[config.mk]
export PLATFORM = sky130hd
export DESIGN_NAME = frame_sequencer
export DESIGN_NICKNAME = d
export VERILOG_FILES = /design/src/rtl/frame_sequencer.sv
export SDC_FILE = /design/constraint.sdc
export NUM_CORES = 1
export LEC_CHECK = 0
export CAP_MARGIN = 20
export CORE_MARGIN = 3
export CORE_UTILIZATION = 49
export DETAILED_ROUTE_END_ITERATION = 8
export PLACE_DENSITY = 0.79
export SLEW_MARGIN = 40
export SYNTH_ARGS = -nofsm -noshare
export SYNTH_HDL_FRONTEND = slang
export SYNTH_SLANG_ARGS = --single-unit
[constraint.sdc]
create_clock -name clk -period 3.3 [get_ports clk]
set_clock_uncertainty 0.15 [all_clocks]
set_input_delay 0.66 -clock clk [delete_from_list [all_inputs] [get_ports clk]]
set_output_delay 0.66 -clock clk [all_outputs]
set_load 0.02 [all_outputs]
[src/rtl/frame_sequencer.sv]
// Per-frame controller: latches geometry, handshakes the pipeline frame reset,
// streams raster pixels with stall back-pressure, then waits for end-of-frame.
module frame_sequencer #(
    parameter int COORD_BITS    = 11,
    parameter int LUMA_BITS     = 8,
    parameter int COUNT_BITS    = 16,
    parameter int FLUSH_TIMEOUT = 65535,
    parameter int MIN_DIM       = 37
) (
    input  logic                  clk,
    input  logic                  reset,
    input  logic [COORD_BITS-1:0] r_width,
    input  logic [COORD_BITS-1:0] r_height,
    input  logic                  r_start,
    input  logic                  r_abort,
    input  logic                  src_valid,
    input  logic [LUMA_BITS-1:0]  src_pixel,
    output logic                  src_ready,
    output logic                  pipe_begin_frame_reset,
    input  logic                  pipe_frame_reset_complete,
    output logic                  pipe_valid,
    output logic [LUMA_BITS-1:0]  pipe_pixel,
    output logic [COORD_BITS-1:0] pipe_x,
    output logic [COORD_BITS-1:0] pipe_y,
    input  logic                  pipe_request_stall,
    input  logic                  pipe_corner_count_increment,
    input  logic                  pipe_frame_end,
    output logic                  out_busy,
    output logic                  out_done,
    output logic                  out_error,
    output logic [COUNT_BITS-1:0] out_corner_count,
    output logic [15:0]           out_frame_count
);

    localparam int FT_BITS = $clog2(FLUSH_TIMEOUT + 1);
    localparam logic [COORD_BITS-1:0] MIN_DIM_C  = COORD_BITS'(MIN_DIM);
    localparam logic [COORD_BITS-1:0] ONE_C      = COORD_BITS'(1);
    localparam logic [FT_BITS-1:0]    FLUSH_LAST = FT_BITS'(FLUSH_TIMEOUT - 1);
    localparam logic [COUNT_BITS-1:0] COUNT_MAX  = {COUNT_BITS{1'b1}};

    typedef enum logic [2:0] {
        IDLE       = 3'd0,
        RESET_REQ  = 3'd1,
        WAIT_RESET = 3'd2,
        STREAM     = 3'd3,
        FLUSH      = 3'd4
    } state_t;

    state_t                  state_q, state_d;
    logic [COORD_BITS-1:0]   width_q, width_d, height_q, height_d;
    logic [COORD_BITS-1:0]   x_q, x_d, y_q, y_d;
    logic [FT_BITS-1:0]      flush_q, flush_d;
    logic                    error_q, error_d, done_q, done_d;
    logic [COUNT_BITS-1:0]   corner_q, corner_d;
    logic [15:0]             frame_q, frame_d;
    logic                    transfer_s, counting_s;

    assign src_ready              = (state_q == STREAM) && !pipe_request_stall;
    assign pipe_valid             = src_valid && src_ready;
    assign pipe_pixel             = src_pixel;
    assign transfer_s             = pipe_valid;
    assign pipe_x                 = x_q;
    assign pipe_y                 = y_q;
    assign pipe_begin_frame_reset = (state_q == RESET_REQ);
    assign out_busy               = (state_q != IDLE);
    assign out_done               = done_q;
    assign out_error              = error_q;
    assign out_corner_count       = corner_q;
    assign out_frame_count        = frame_q;
    assign counting_s = (state_q == WAIT_RESET) || (state_q == STREAM) || (state_q == FLUSH);

    // Next-state, counters and status; abort is applied last so it overrides everything.
    always_comb begin
        state_d  = state_q;
        width_d  = width_q;
        height_d = height_q;
        x_d      = x_q;
        y_d      = y_q;
        flush_d  = flush_q;
        error_d  = error_q;
        done_d   = 1'b0;
        corner_d = corner_q;
        frame_d  = frame_q;

        if (counting_s && pipe_corner_count_increment && (corner_q != COUNT_MAX)) begin
            corner_d = corner_q + COUNT_BITS'(1);
        end else begin
            corner_d = corner_q;
        end

        case (state_q)
            IDLE: begin
                if (r_start && !r_abort) begin
                    if ((r_width < MIN_DIM_C) || (r_height < MIN_DIM_C)) begin
                        error_d = 1'b1;
                    end else begin
                        width_d  = r_width;
                        height_d = r_height;
                        error_d  = 1'b0;
                        corner_d = {COUNT_BITS{1'b0}};
                        flush_d  = {FT_BITS{1'b0}};
                        state_d  = RESET_REQ;
                    end
                end else begin
                    state_d = IDLE;
                end
            end
            RESET_REQ: begin
                x_d = {COORD_BITS{1'b0}};
                y_d = {COORD_BITS{1'b0}};
                if (pipe_frame_reset_complete) begin
                    state_d = STREAM;
                end else begin
                    state_d = WAIT_RESET;
                end
            end
            WAIT_RESET: begin
                if (pipe_frame_reset_complete) begin
                    state_d = STREAM;
                    x_d     = {COORD_BITS{1'b0}};
                    y_d     = {COORD_BITS{1'b0}};
                end else begin
                    state_d = WAIT_RESET;
                end
            end
            STREAM: begin
                if (transfer_s) begin
                    if (x_q == width_q - ONE_C) begin
                        x_d = {COORD_BITS{1'b0}};
                        if (y_q == height_q - ONE_C) begin
                            y_d     = {COORD_BITS{1'b0}};
                            flush_d = {FT_BITS{1'b0}};
                            state_d = FLUSH;
                        end else begin
                            y_d = y_q + ONE_C;
                        end
                    end else begin
                        x_d = x_q + ONE_C;
                    end
                end else begin
                    state_d = STREAM;
                end
            end
            FLUSH: begin
                if (pipe_frame_end) begin
                    done_d  = 1'b1;
                    frame_d = frame_q + 16'd1;
                    state_d = IDLE;
                end else if (flush_q == FLUSH_LAST) begin
                    error_d = 1'b1;
                    state_d = IDLE;
                end else begin
                    flush_d = flush_q + FT_BITS'(1);
                end
            end
            default: begin
                state_d = IDLE;
            end
        endcase

        if (r_abort && (state_q != IDLE)) begin
            state_d = IDLE;
            done_d  = 1'b0;
            frame_d = frame_q;
            error_d = error_q;
            x_d     = {COORD_BITS{1'b0}};
            y_d     = {COORD_BITS{1'b0}};
        end else begin
            state_d = state_d;
        end
    end

    // State and counter registers with synchronous reset.
    always_ff @(posedge clk) begin
        if (reset) begin
            state_q  <= IDLE;
            width_q  <= {COORD_BITS{1'b0}};
            height_q <= {COORD_BITS{1'b0}};
            x_q      <= {COORD_BITS{1'b0}};
            y_q      <= {COORD_BITS{1'b0}};
            flush_q  <= {FT_BITS{1'b0}};
            error_q  <= 1'b0;
            done_q   <= 1'b0;
            corner_q <= {COUNT_BITS{1'b0}};
            frame_q  <= 16'd0;
        end else begin
            state_q  <= state_d;
            width_q  <= width_d;
            height_q <= height_d;
            x_q      <= x_d;
            y_q      <= y_d;
            flush_q  <= flush_d;
            error_q  <= error_d;
            done_q   <= done_d;
            corner_q <= corner_d;
            frame_q  <= frame_d;
        end
    end

endmodule

==> summary.txt <==
Power and ir drop
  – Pwr dens: 371 nW/um2
  – Sequential share of power: 51.6%
  – Logic pwr share: 15.4%
  – Clock power share: 33.0%
  – Switch share: 27.1%
  – Worst vdd ir: 256 uV
  – Int Pwr: 1.74 mW
  – Net switching power: 0.647 mW
  – Leak Pwr: 2.30 nW

Floorplan
  – Io pins: 107
  – Die ar.: 11,900 um2
  – Initial Util: 51.7%
  – Row Count: 36
  – Die width: 109 um
  – Core area: 10,000 um2
  – DIE HEIGHT: 109 um

Setup path
  – Crit-path max cell delay: 410 ps
  – CP required: 3430 ps
  – Crit Path Class: reg -> reg
  – FF-to-FF path depth: 11
  – Crit path cell chain: inv_1 -> ha_1 -> o21ba_2 -> a221oi_1 -> a41o_1 -> nand4_1 -> a211oi_4 -> buf_4 -> a21oi_1 -> o311a_1 -> a31o_2
  – CP Data Arrival Time: 3180 ps
  – Reg-to-reg endpoint: flush_q[1]
  – Crit Path Max Fanout: 8
  – Crit path launch: width_q[1]
  – Critical path startpoint category: flop
  – Crit-path slowest cell: o311a_1
  – Worst R2R Start: width_q[1]
  – Worst Setup End Kind: flop
  – R2r setup slk: 250 ps

Synthesis
  – Syn Nets: 674
  – Register area share after synthesis: 37.4%
  – Synthesized flop and latch total: 97
  – Distinct cell type count after synthesis: 60
  – Area contributors post-synth: dfxtp_1 (37%), nor2_1 (7.0%), xor2_1 (5.4%)
  – Post-synth EDFFs: 0
  – Avg Inst Size Synth: 8.29 um2
  – Post-synthesis cell count: 627
  – Synth top area share: 37.4%
  – Primary FF master, synth: dfxtp_1
  – YS warnings: 0
  – Yosys top cell by area: dfxtp_1
  – Synthesized area: 5200 um2
  – Post-synthesis async set-or-reset flop share: 0%

STA
  – Final setup TNS: 0 ps
  – Endpoints failing hold: 0
  – Setup ws final: 250 ps
  – Count of final max-slew check failures: 0
  – Fmax: 0.328 GHz
  – Final setup viols: 0
  – Min cycle time layout: 3050 ps
  – Period utilization: 92.4%
  – Actual slew at the worst max-slew pin: 577 ps
  – Unrepaired setup endpoints after global routing: false
  – Worst slew margin: 61.5%

Layout
  – Nets: 756
  – Post-Layout Cell Count: 847
  – Ant diodes: 0
  – Final core occ: 63.9%
  – Cell area after layout: 6420 um2
  – Area Growth Syn to Fin: 23.5%
  – Layout cells sized above 1: 6.02%

Route
  – DR WL/cell: 15.4 um
  – First-pass DRT Iterations: 5
  – Routed Antenna Nets: 0
  – Initial DRC Count: 195
  – Via density: 5.82
  – Via count: 4,929
  – Residual DRC: 0
  – Routed wire length: 13.0 mm

CTS
  – Clock Path Buffers: 2
  – H-Tree Depth: 3
  – Hold Buf Count CTS: 0
  – Clk pin slew, worst setup/hold paths: 90 ps
  – Skew-Pair Late Insertion Delay: 370 ps
  – Root Buffer: clkbuf_8
  – CTS tree: done
  – Post-CTS resize count: 0
  – Post-CTS Setup Bufs: 0
  – Clk sink count: 97
  – Total CTS buffers: 9

Status
  – Status: complete, no violations

Global routing
  – Antenna violations before repair: 0
  – Largest net degree at the start of global routing: 55
  – All-layer global routing usage: 22.6%
  – Congestion Overflow GR: 0
  – First-pass GRT wire length: 21.8 mm
  – Number of global-route vias before repair: 4,714

Worst hold path
  – Worst Hold Launch: flush_q[15]
  – Hold Crit Class: reg -> reg
  – Hold path cells: 1
  – Hold EP: flush_q[15]

Place
  – HPWL after DPL: 9.70 mm
  – Number of port buffers: 90
  – Placed Area: 6210 um2
  – Placed insts: 831
  – Place WS: 123 ps
  – Routability cong.: 0.942

Flow run
  – Max Cap Viol: 0
## logic make-up after synthesis
logic type	count (synthesis)	share of synthesized area [%]
DFF	97	37.4
AOI/OAI and AO/OA	118	15.2
adders and majority gates	8	1.93
muxes	27	5.20
buffers and inverters	50	4.41
and+or+nand+nor	268	26.0
xor gates and xnor gates	59	9.94
## registers in the layout (all words and copies together), names as in the netlist
signal / cells
out_corner_count: 16
width_q: 11
out_done: 1
out_error: 1
pipe_x: 11
height_q: 11
pipe_y: 11
out_frame_count: 16
state_q: 3
flush_q: 16
## critical path, delay by kind of cell, from the launching register on
kind / cells / cell delay [ps]
buffers and inverters: 2 / 250
AO/OA/AOI/OAI: 7 / 1750
AND/OR/NAND/NOR: 1 / 140
flip-flops: 1 / 400
adder cells (fa/ha/maj): 1 / 290
## metrics by stage
stage	power, mW	hold slack, ps
2_1_floorplan	1.51	291
3_3_place_gp	1.60	308
3_5_place_dp	1.61	330
4_1_cts	2.39	342
5_1_grt	2.49	369
6_report	2.38	343
## Yosys cell counts, types with 3 or more instances
cell type	count
dfxtp_1	97
nor2_1	97
nand2_1	46
xor2_1	32
mux2i_1	27
xnor2_1	27
a21oi_1	25
o21ai_0	25
nand3_1	22
inv_1	18
clkbuf_1	17
nand4_1	16
nor3_1	15
a31oi_1	12
or4_1	12
and3_1	11
o31ai_1	11
or3_1	11
a311oi_1	9
buf_4	8
ha_1	8
a211oi_1	6
a21boi_0	5
and4_1	5
nor2b_1	5
nor3b_1	4
and2_1	3
buf_1	3
nand2b_1	3
nand3b_1	3
nor4_1	3
o21a_1	3
or2_2	3
## how the worst max path moves through the flow
stage                           endpoint  slack [ps]
finish                        flush_q[1]         250
CTS                            pipe_y[8]         140
detailed placement   out_corner_count[4]         120
floorplan                      pipe_y[4]         520
global route                 flush_q[15]          60
global placement    out_corner_count[13]         210
## layout by cell type (no fill, tap or decap), types with 11 or more instances in the layout
cell type and instances:
a21oi_1 25, a31oi_1 12, and3_1 11, buf_4 12, clkdlybuf4s50_1 89, dfxtp_1 96
inv_1 18, mux2i_1 27, nand2_1 46, nand3_1 22, nand4_1 16, nor2_1 97
nor3_1 15, o21ai_0 25, o31ai_1 11, or3_1 11, or4_1 12, xnor2_1 27
xor2_1 32
## metal layers
| layer | vias to the layer above | part of all wire [%] | GRT usage, % |
|---|---|---|---|
| met1 | 2327 | 45 | 30.4 |
| met4 | 0 | 2.1 | 7.66 |
| met5 | - | 0 | 0 |
| met3 | 25 | 6.3 | 3.73 |
| li1 | 2397 | - | - |
| met2 | 180 | 46 | 36.8 |
## layout make-up
class	count	area, um2
clock buffers	12	145
clock inverters	4	51.3
fillers	836	3620
inverters	18	67.6
multi-input cells	480	3040
flip-flops and latches	97	1940
well taps	133	166
repair buffers	103	1010
## power by group through the flow
stage | sequential, mW | clock [mW] | combinational, mW
global placement | 1.25 | 0 | 0.347
global route | 1.23 | 0.851 | 0.404
floorplan | 1.25 | 0 | 0.260
detailed placement | 1.26 | 0 | 0.358
CTS | 1.23 | 0.802 | 0.360
finish | 1.23 | 0.788 | 0.366
No activity file was read; power rests on OpenSTA's default activity.
